==> config.mk <==
export PLATFORM = sky130hd
export DESIGN_NAME = fetch_sequencer
export DESIGN_NICKNAME = d
export VERILOG_FILES = /design/src/rtl/fetch_pkg.sv /design/src/rtl/fetch_op_decode.sv /design/src/rtl/fetch_sequencer.sv
export SDC_FILE = /design/constraint.sdc
export NUM_CORES = 1
export LEC_CHECK = 0
export CAP_MARGIN = 10
export CORE_MARGIN = 2
export CORE_UTILIZATION = 40
export CTS_CLUSTER_SIZE = 25
export DETAILED_ROUTE_END_ITERATION = 16
export GPL_ROUTABILITY_DRIVEN = 0
export PLACE_DENSITY = 0.84
export SYNTH_ARGS = -nofsm -noshare
export SYNTH_HDL_FRONTEND = slang
export SYNTH_HIERARCHICAL = 1
export SYNTH_SLANG_ARGS = --single-unit
==> constraint.sdc <==
create_clock -name clk -period 2.35 [get_ports clk]
set_input_delay 0.47 -clock clk [delete_from_list [all_inputs] [get_ports clk]]
set_output_delay 0.47 -clock clk [all_outputs]
set_load 0.01 [all_outputs]
==> src/rtl/fetch_pkg.sv <==
// Shared definitions for the fetch sequencer: opcode values and the FSM
// state encoding. Imported by fetch_op_decode and fetch_sequencer.
package fetch_pkg;

    localparam logic [3:0] OP_HALT = 4'hF;
    localparam logic [3:0] OP_JMP  = 4'hE;
    localparam logic [3:0] OP_BZ   = 4'hD;

    localparam logic [2:0] ST_IDLE   = 3'd0;
    localparam logic [2:0] ST_FETCH  = 3'd1;
    localparam logic [2:0] ST_ISSUE  = 3'd2;
    localparam logic [2:0] ST_UPDATE = 3'd3;
    localparam logic [2:0] ST_HALTED = 3'd4;

    typedef enum logic [2:0] {
        S_IDLE   = ST_IDLE,
        S_FETCH  = ST_FETCH,
        S_ISSUE  = ST_ISSUE,
        S_UPDATE = ST_UPDATE,
        S_HALTED = ST_HALTED
    } state_e;

endpackage

==> src/rtl/fetch_op_decode.sv <==
// Combinational opcode decode for the fetch sequencer.
// Ports:
//   opcode    in  4  top nibble of the fetched instruction
//   zero_flag in  1  ALU zero flag, valid in the issue handshake cycle
//   is_halt   out 1  instruction stops the sequencer
//   do_load   out 1  PC takes the immediate (JMP, or BZ with zero_flag=1);
//                    when neither is_halt nor do_load, the PC increments
module fetch_op_decode
    import fetch_pkg::*;
(
    input  logic [3:0] opcode,
    input  logic       zero_flag,
    output logic       is_halt,
    output logic       do_load
);

    assign is_halt = (opcode == OP_HALT);
    assign do_load = (opcode == OP_JMP) || ((opcode == OP_BZ) && zero_flag);

endmodule

==> src/rtl/fetch_sequencer.sv <==
// Control-side partner of the program counter. Fetches the word at PCout
// over a req/ready handshake, hands it to execute over valid/ready, then
// pulses PCinc or PCload (with PCdata) for one cycle before the next fetch.
// Ports:
//   clk, rst_n                 clock, async active-low reset
//   start                      level; leaves IDLE/HALTED
//   PCout                      current PC from the program counter
//   PCdata/PCload/PCinc        PC control (registered, load/inc exclusive)
//   mem_req/mem_addr           instruction read request, address = PCout
//   mem_ready/mem_rdata        read response
//   instr/instr_valid          fetched word to execute
//   instr_ready                execute accepts instr
//   zero_flag                  sampled on the issue handshake
//   halted                     high in HALTED
module fetch_sequencer
    import fetch_pkg::*;
#(
    parameter int N = 32,
    parameter int W = 32
) (
    input  logic         clk,
    input  logic         rst_n,
    input  logic         start,
    input  logic [N-1:0] PCout,
    output logic [N-1:0] PCdata,
    output logic         PCload,
    output logic         PCinc,
    output logic         mem_req,
    output logic [N-1:0] mem_addr,
    input  logic         mem_ready,
    input  logic [W-1:0] mem_rdata,
    output logic [W-1:0] instr,
    output logic         instr_valid,
    input  logic         instr_ready,
    input  logic         zero_flag,
    output logic         halted
);

    localparam int IW = W - 4;
    localparam int XW = (N > IW) ? N : IW;

    state_e       state_q;
    logic [N-1:0] pcdata_q;
    logic         pcload_q, pcinc_q, mem_req_q, instr_valid_q, halted_q;
    logic [W-1:0] instr_q;

    logic         is_halt, do_load;
    logic [XW-1:0] imm_wide;
    logic [N-1:0] imm_ext;

    // Widen to whichever of N / IW is larger, then keep the low N bits:
    // zero-extends when N > IW, truncates when N < IW.
    assign imm_wide = XW'(instr_q[IW-1:0]);
    assign imm_ext  = imm_wide[N-1:0];

    fetch_op_decode u_dec (
        .opcode    (instr_q[W-1:W-4]),
        .zero_flag (zero_flag),
        .is_halt   (is_halt),
        .do_load   (do_load)
    );

    always_ff @(posedge clk or negedge rst_n) begin
        if (!rst_n) begin
            state_q       <= S_IDLE;
            pcdata_q      <= '0;
            pcload_q      <= 1'b0;
            pcinc_q       <= 1'b0;
            mem_req_q     <= 1'b0;
            instr_valid_q <= 1'b0;
            halted_q      <= 1'b0;
            instr_q       <= '0;
        end else begin
            // PC pulses are single-cycle: only set on the issue handshake.
            pcload_q <= 1'b0;
            pcinc_q  <= 1'b0;
            case (state_q)
                S_IDLE: begin
                    if (start) begin
                        state_q   <= S_FETCH;
                        mem_req_q <= 1'b1;
                    end
                end
                S_FETCH: begin
                    if (mem_ready) begin
                        instr_q       <= mem_rdata;
                        mem_req_q     <= 1'b0;
                        instr_valid_q <= 1'b1;
                        state_q       <= S_ISSUE;
                    end
                end
                S_ISSUE: begin
                    if (instr_ready) begin
                        instr_valid_q <= 1'b0;
                        if (is_halt) begin
                            halted_q <= 1'b1;
                            state_q  <= S_HALTED;
                        end else begin
                            state_q <= S_UPDATE;
                            if (do_load) begin
                                pcload_q <= 1'b1;
                                pcdata_q <= imm_ext;
                            end else begin
                                pcinc_q <= 1'b1;
                            end
                        end
                    end
                end
                S_UPDATE: begin
                    // The PC moves on this edge, so FETCH sees the new PCout.
                    state_q   <= S_FETCH;
                    mem_req_q <= 1'b1;
                end
                S_HALTED: begin
                    if (start) begin
                        halted_q  <= 1'b0;
                        mem_req_q <= 1'b1;
                        state_q   <= S_FETCH;
                    end
                end
                default: begin
                    state_q       <= S_IDLE;
                    mem_req_q     <= 1'b0;
                    instr_valid_q <= 1'b0;
                    halted_q      <= 1'b0;
                end
            endcase
        end
    end

    assign PCdata      = pcdata_q;
    assign PCload      = pcload_q;
    assign PCinc       = pcinc_q;
    assign mem_req     = mem_req_q;
    assign mem_addr    = PCout;
    assign instr       = instr_q;
    assign instr_valid = instr_valid_q;
    assign halted      = halted_q;

endmodule
# Word-level counts from Yosys, hierarchy flattened
# Index checks and enable logic that the tools add are counted.
dict set report op_classes {
  reduce_logical 12
  mux 23
  n_bitwise 4
  eq_ne 12
  mul 0
  div_mod_pow 0
  n_addsub 0
  n_lt_le_gt_ge 0
  shifts 0
}
# op n
set op_table {}
lappend op_table {{1-bit 2-to-1 mux} 15}
lappend op_table {{4-bit equality test (second input constant)} 3}
lappend op_table {{3-bit 2-to-1 mux} 4}
lappend op_table {{3-bit one-hot mux with 4 select lines} 1}
lappend op_table {{3-bit AND reduction} 3}
lappend op_table {{2-bit inequality test (second input constant)} 4}
lappend op_table {{4-bit AND reduction} 2}
lappend op_table {{3-bit by 2-bit equality test with 1-bit output (second input constant)} 2}
lappend op_table {{1-bit one-hot mux with 3 select lines} 2}
lappend op_table {{3-bit OR reduction} 2}
lappend op_table {{1-bit NOT} 4}
lappend op_table {{1-bit one-hot mux with 4 select lines} 1}
lappend op_table {{3-bit by 1-bit equality test with 1-bit output (second input constant)} 1}
lappend op_table {{3-bit equality test (second input constant)} 1}
lappend op_table {{3-bit zero test} 1}
lappend op_table {{2-bit by 1-bit inequality test with 1-bit output (second input constant)} 1}
lappend op_table {{2-bit AND reduction} 1}
lappend op_table {{2-bit OR reduction} 1}
lappend op_table {{1-bit logical AND} 1}
lappend op_table {{1-bit logical OR} 1}
dict set report word_totals {
  ramBits 0
  latch_bits 0
  word_cells 59
  output_inout_bits 101
  memories 0
  regBits 68
  rom_bits 0
  input_bits 70
}

# Longest topological paths before layout
dict set report depth {
  word_depth 7
  ltp_mapped 7
}

# By module
# The synthesis kept the hierarchy.
# mod cells_each n_inst area_per_inst_um2
set modules_own_cells {}
lappend modules_own_cells {fetch_sequencer 207 1 2951.6}
lappend modules_own_cells {fetch_op_decode 6 1 33.8}

# Worst setup path before layout
# OpenSTA, ideal clock, no wires.
dict set report synth_timing {
  path_kind {flip-flop to flip-flop}
  startpoint {reg instr_q[30], in the netlist instr[30]}
  endpoint {reg pcdata_q[18], in the netlist PCdata[18]}
  slack_ns 0.814
  path_stages_with_launch 8
  synth_period_minus_slack_ns 1.536
  setup_time_ns 0.125
  t_arrival_ns 1.411
  path_buffers 2
  path_cell_list {dfrtp_1 > nand2_1 > nor2_1 > nor2_1 > nand3_2 > buf_6 > buf_6 > mux2_4}
}
dict set report synth_via {
  word_cells_on_any_way 7
  cone_classes {3 x eq/ne; 1 x bitwise; 3 x reduce/logical}
}
# element line_no
set synth_lines {}
lappend synth_lines {{start: declaration} fetch_sequencer.sv:45} ;# logic [W-1:0] instr_q;
lappend synth_lines {{start signal: assignment} fetch_sequencer.sv:86} ;# instr_q <= mem_rdata;
lappend synth_lines {{4-bit equality test} fetch_op_decode.sv:17} ;# assign is_halt = (opcode == OP_HALT);
lappend synth_lines {{via is_halt} fetch_sequencer.sv:47} ;# logic is_halt, do_load;
lappend synth_lines {{1-bit NOT (no line)} -}
lappend synth_lines {{4-bit AND reduction (no line)} -}
lappend synth_lines {{end signal: assignment} fetch_sequencer.sv:102} ;# pcdata_q <= imm_ext;
lappend synth_lines {{end: declaration} fetch_sequencer.sv:43} ;# logic [N-1:0] pcdata_q;
# The timed path passes the listed nets, and every way through them passes these cells.
# A chain may end at the register's enable or synchronous reset.

# Final worst setup path
dict set report layout_timing {
  startpoint {in instr_ready}
  endpoint {reg pcdata_q[17], in the netlist PCdata[17]}
}
dict set report layout_via {
  elab_chain_len 1
}
# element line_no
set layout_lines {}
lappend layout_lines {{start: declaration} fetch_sequencer.sv:34} ;# input logic instr_ready,
lappend layout_lines {{4-bit AND reduction (no line)} -}
# Every way passes these cells.

==> qor.txt <==
Util after Layout: 55.75%
Layout cells sized above 1: 28.23%
Distinct cells, synth: 28
Largest stage delay on the critical path: 0.49 ns
Fillers: 623
Critical Path Start Type: input pin
Multi-input logic area: 943.4 um2
Leading cell types by count after synthesis: dfrtp_1 (68), mux2_2 (50), buf_4 (39), mux2_4 (9), nor2_1 (9)
Max VDD drop: 0.0006585 V
FF-to-FF End: PCdata[17]
Most area-consuming cells after synthesis: dfrtp_1 (57%), mux2_2 (19%), buf_4 (9.8%), mux2_4 (4.5%), nor2_1 (1.1%)
Final Cycle Share: 75.13%
RSZ-0062 raised after global routing: false
Pwr Total: 5.427 mW
Kind of critical path: in -> reg
Routed len/inst: 15.03 um
Post-cts hold buffer count: 0
Via count: 1841
FFs w/ async S/R, synth: 100.0%
Area growth from synthesis to layout: 35.46%
Num Clock Sinks: 68
Boundary Pins: 171
Crit. End Element: register
Ys flop type: dfrtp_1
Root Buffer: clkbuf_8
Number of global-route vias before repair: 1897
Worst path arrival time: 1.98 ns
R2r worst-path depth: 4
Grt ovf: 0
Flop2flop setup slack: 0.67 ns
Die H: 90.39 um
Finish-stage setup viols: 0
Worst path cell trace: clkdlybuf4s50_1 -> and3b_2 -> nand3_2 -> buf_4 -> mux2_2
Final instance area: 0.004044 mm2
Post-CTS Setup Inserts: 0
Max-slew violations: 0
Final hold viol count: 0
Row Count: 31
Total GRT Usage: 14.74%
Critical Path Fanout Max: 16
IO Port Bufs: 102
CTS-repair resized insts: 0
Pwr Density: 1342 mW/mm2
TritonCTS Buffers: 9
Die Wd: 90.39 um
Worst Skew: 0.009948 ns
DR DRC count: 0
Sequential share of the synthesized area: 57.00%
Diodes inserted: 0
Global-route wire length before repair: 9432 um
Worst-Margin Slew: 0.5727 ns
Fmax: 566.4 MHz
Dominant cell type by area after synthesis: dfrtp_1
Final ANT Viol Nets: 0
DR vias/cell: 4.684
Run status: complete, no violations
Setup tns final: 0 ns
Slew margin rel.: 61.82%
Initial antenna violation count: 0
Placed insts: 378
Cells after Synth: 213
Clock latency on the worst-skew pair: 0.33 ns
Worst R2R Start: state_q[1]
Mapped Area: 0.002985 mm2
Initial DRC Count: 19
Max stage delay cell, worst path: clkdlybuf4s50_1
Ys Warns: 6
Seq. cell area: 0.001702 mm2
EDFF count, synth: 0
Max_cap viols: 0
DP Area: 0.003841 mm2
Most frequent cell after synthesis: dfrtp_1
Buf/Inv on CP: 2
Initial Util: 41.16%
Final wirelength: 5908 um
Fin crit period: 1.766 ns
CTS tree: built
CTS HTree Levels: 3
Crit path max-delay family: buffers and inverters
DR pass1 iterations: 4
Net count of the finished layout: 360
DP Wirelength: 4226 um
HP Class: in -> async
Required time of the critical path: 2.57 ns
Core footprint: 0.007253 mm2
Largest net degree at the start of global routing: 26
Clock Path Buffers: 2
LEAKAGE: 1.792 nW
Clk pin slew, worst setup/hold paths: 0.07 ns
Die area: 0.008170 mm2
Synthesized flop and latch total: 68
Final non-filler cell total: 393
Mean post-synth cell area: 14.02 um2
Share of the synthesized area in the top cell type: 57.00%
==> final cells by class <==
| type | instances | area share [%] |
|---|---|---|
| clock buffer | 14 | 4.270 |
| clock inverter | 1 | 0.7426 |
| inverter | 3 | 0.2785 |
| multi-input combinational | 100 | 23.33 |
| sequential | 68 | 42.08 |
| tap | 99 | 3.063 |
| timing repair buffer | 108 | 26.24 |
==> worst register-to-register path, delay by kind of cell, from the launching register on <==
kind / cells / cell delay, ns
flip-flops: 1 / 0.53
multiplexers: 1 / 0.39
AND/OR/NAND/NOR: 2 / 0.38
buffers and inverters: 1 / 0.28
==> metrics by stage <==
step | hold WS (ns) | setup slack (ns)
floorplan | 0.1744 | 0.8135
global placement | 0.4882 | 0.3009
detailed placement | 0.4926 | 0.2320
CTS | 0.1247 | 0.5640
global route | 0.1475 | 0.5101
finish | 0.1268 | 0.5843
==> logic make-up (layout without fill, tap and decap cells) <==
family          after synthesis  in the layout  synth area share, %
buf+inv                      48            126                11.78
simple gates                 24             24                4.526
other cells                   1              4               0.1256
mux                          60             60                23.76
compound gates               12             12                2.808
flops                        68             68                57.00
==> worst max path at each step <==
| stage | startpoint | end | cells past startpoint | slack [ns] |
|---|---|---|---|---|
| after detailed placement | instr_ready | PCdata[17] | 5 | 0.23 |
| after floorplan | instr[30] | PCdata[18] | 7 | 0.81 |
| after global routing | instr[28] | instr[28] | 1 | 0.51 |
| final | instr_ready | PCdata[17] | 5 | 0.58 |
| after global placement | instr_ready | PCdata[13] | 5 | 0.30 |
| after CTS | instr[28] | instr[28] | 1 | 0.56 |
==> power by group <==
part	switching [mW]	total, mW	internal (mW)
Sequential	0.412	2.14	1.73
Clock	0.405	0.978	0.573
Combinational	0.801	2.31	1.51
Total	1.62	5.43	3.81
==> cells in the final DEF (no fill, tap or decap), drive strengths merged <==
master         netlist  layout
a31oi                1       1
clkdlybuf4s50        0     101
buf                 44       7
a21oi                2       2
a32oi                1       1
nor3                 1       1
nand3                1       1
nand3b               2       2
a22oi                1       1
dfrtp               68      68
and3b                1       1
conb                 1       4
nand2                5       5
o22ai                2       2
bufinv               0       1
nand2b               2       2
mux2                60      60
o31ai                1       1
a2bb2oi              1       1
nor2b                3       3
o21ai                2       2
inv                  3       3
a22o                 1       1
nor2                 9       9
clkbuf               1      14
==> state kept, by name (all words and copies together), names as in the netlist <==
register and count:
state_q 3, PCload 1, mem_req 1, halted 1
instr 32, PCdata 28, PCinc 1, instr_valid 1
==> routing by layer <==
metal,GRT usage (%),routed length (um),vias to the layer above
met5,0,0,-
met4,6.154,87,0
met3,5.843,461,11
met2,23.87,2859,78
met1,17.52,2500,913
li1,-,-,839
(Power assumes the default switching activity.)
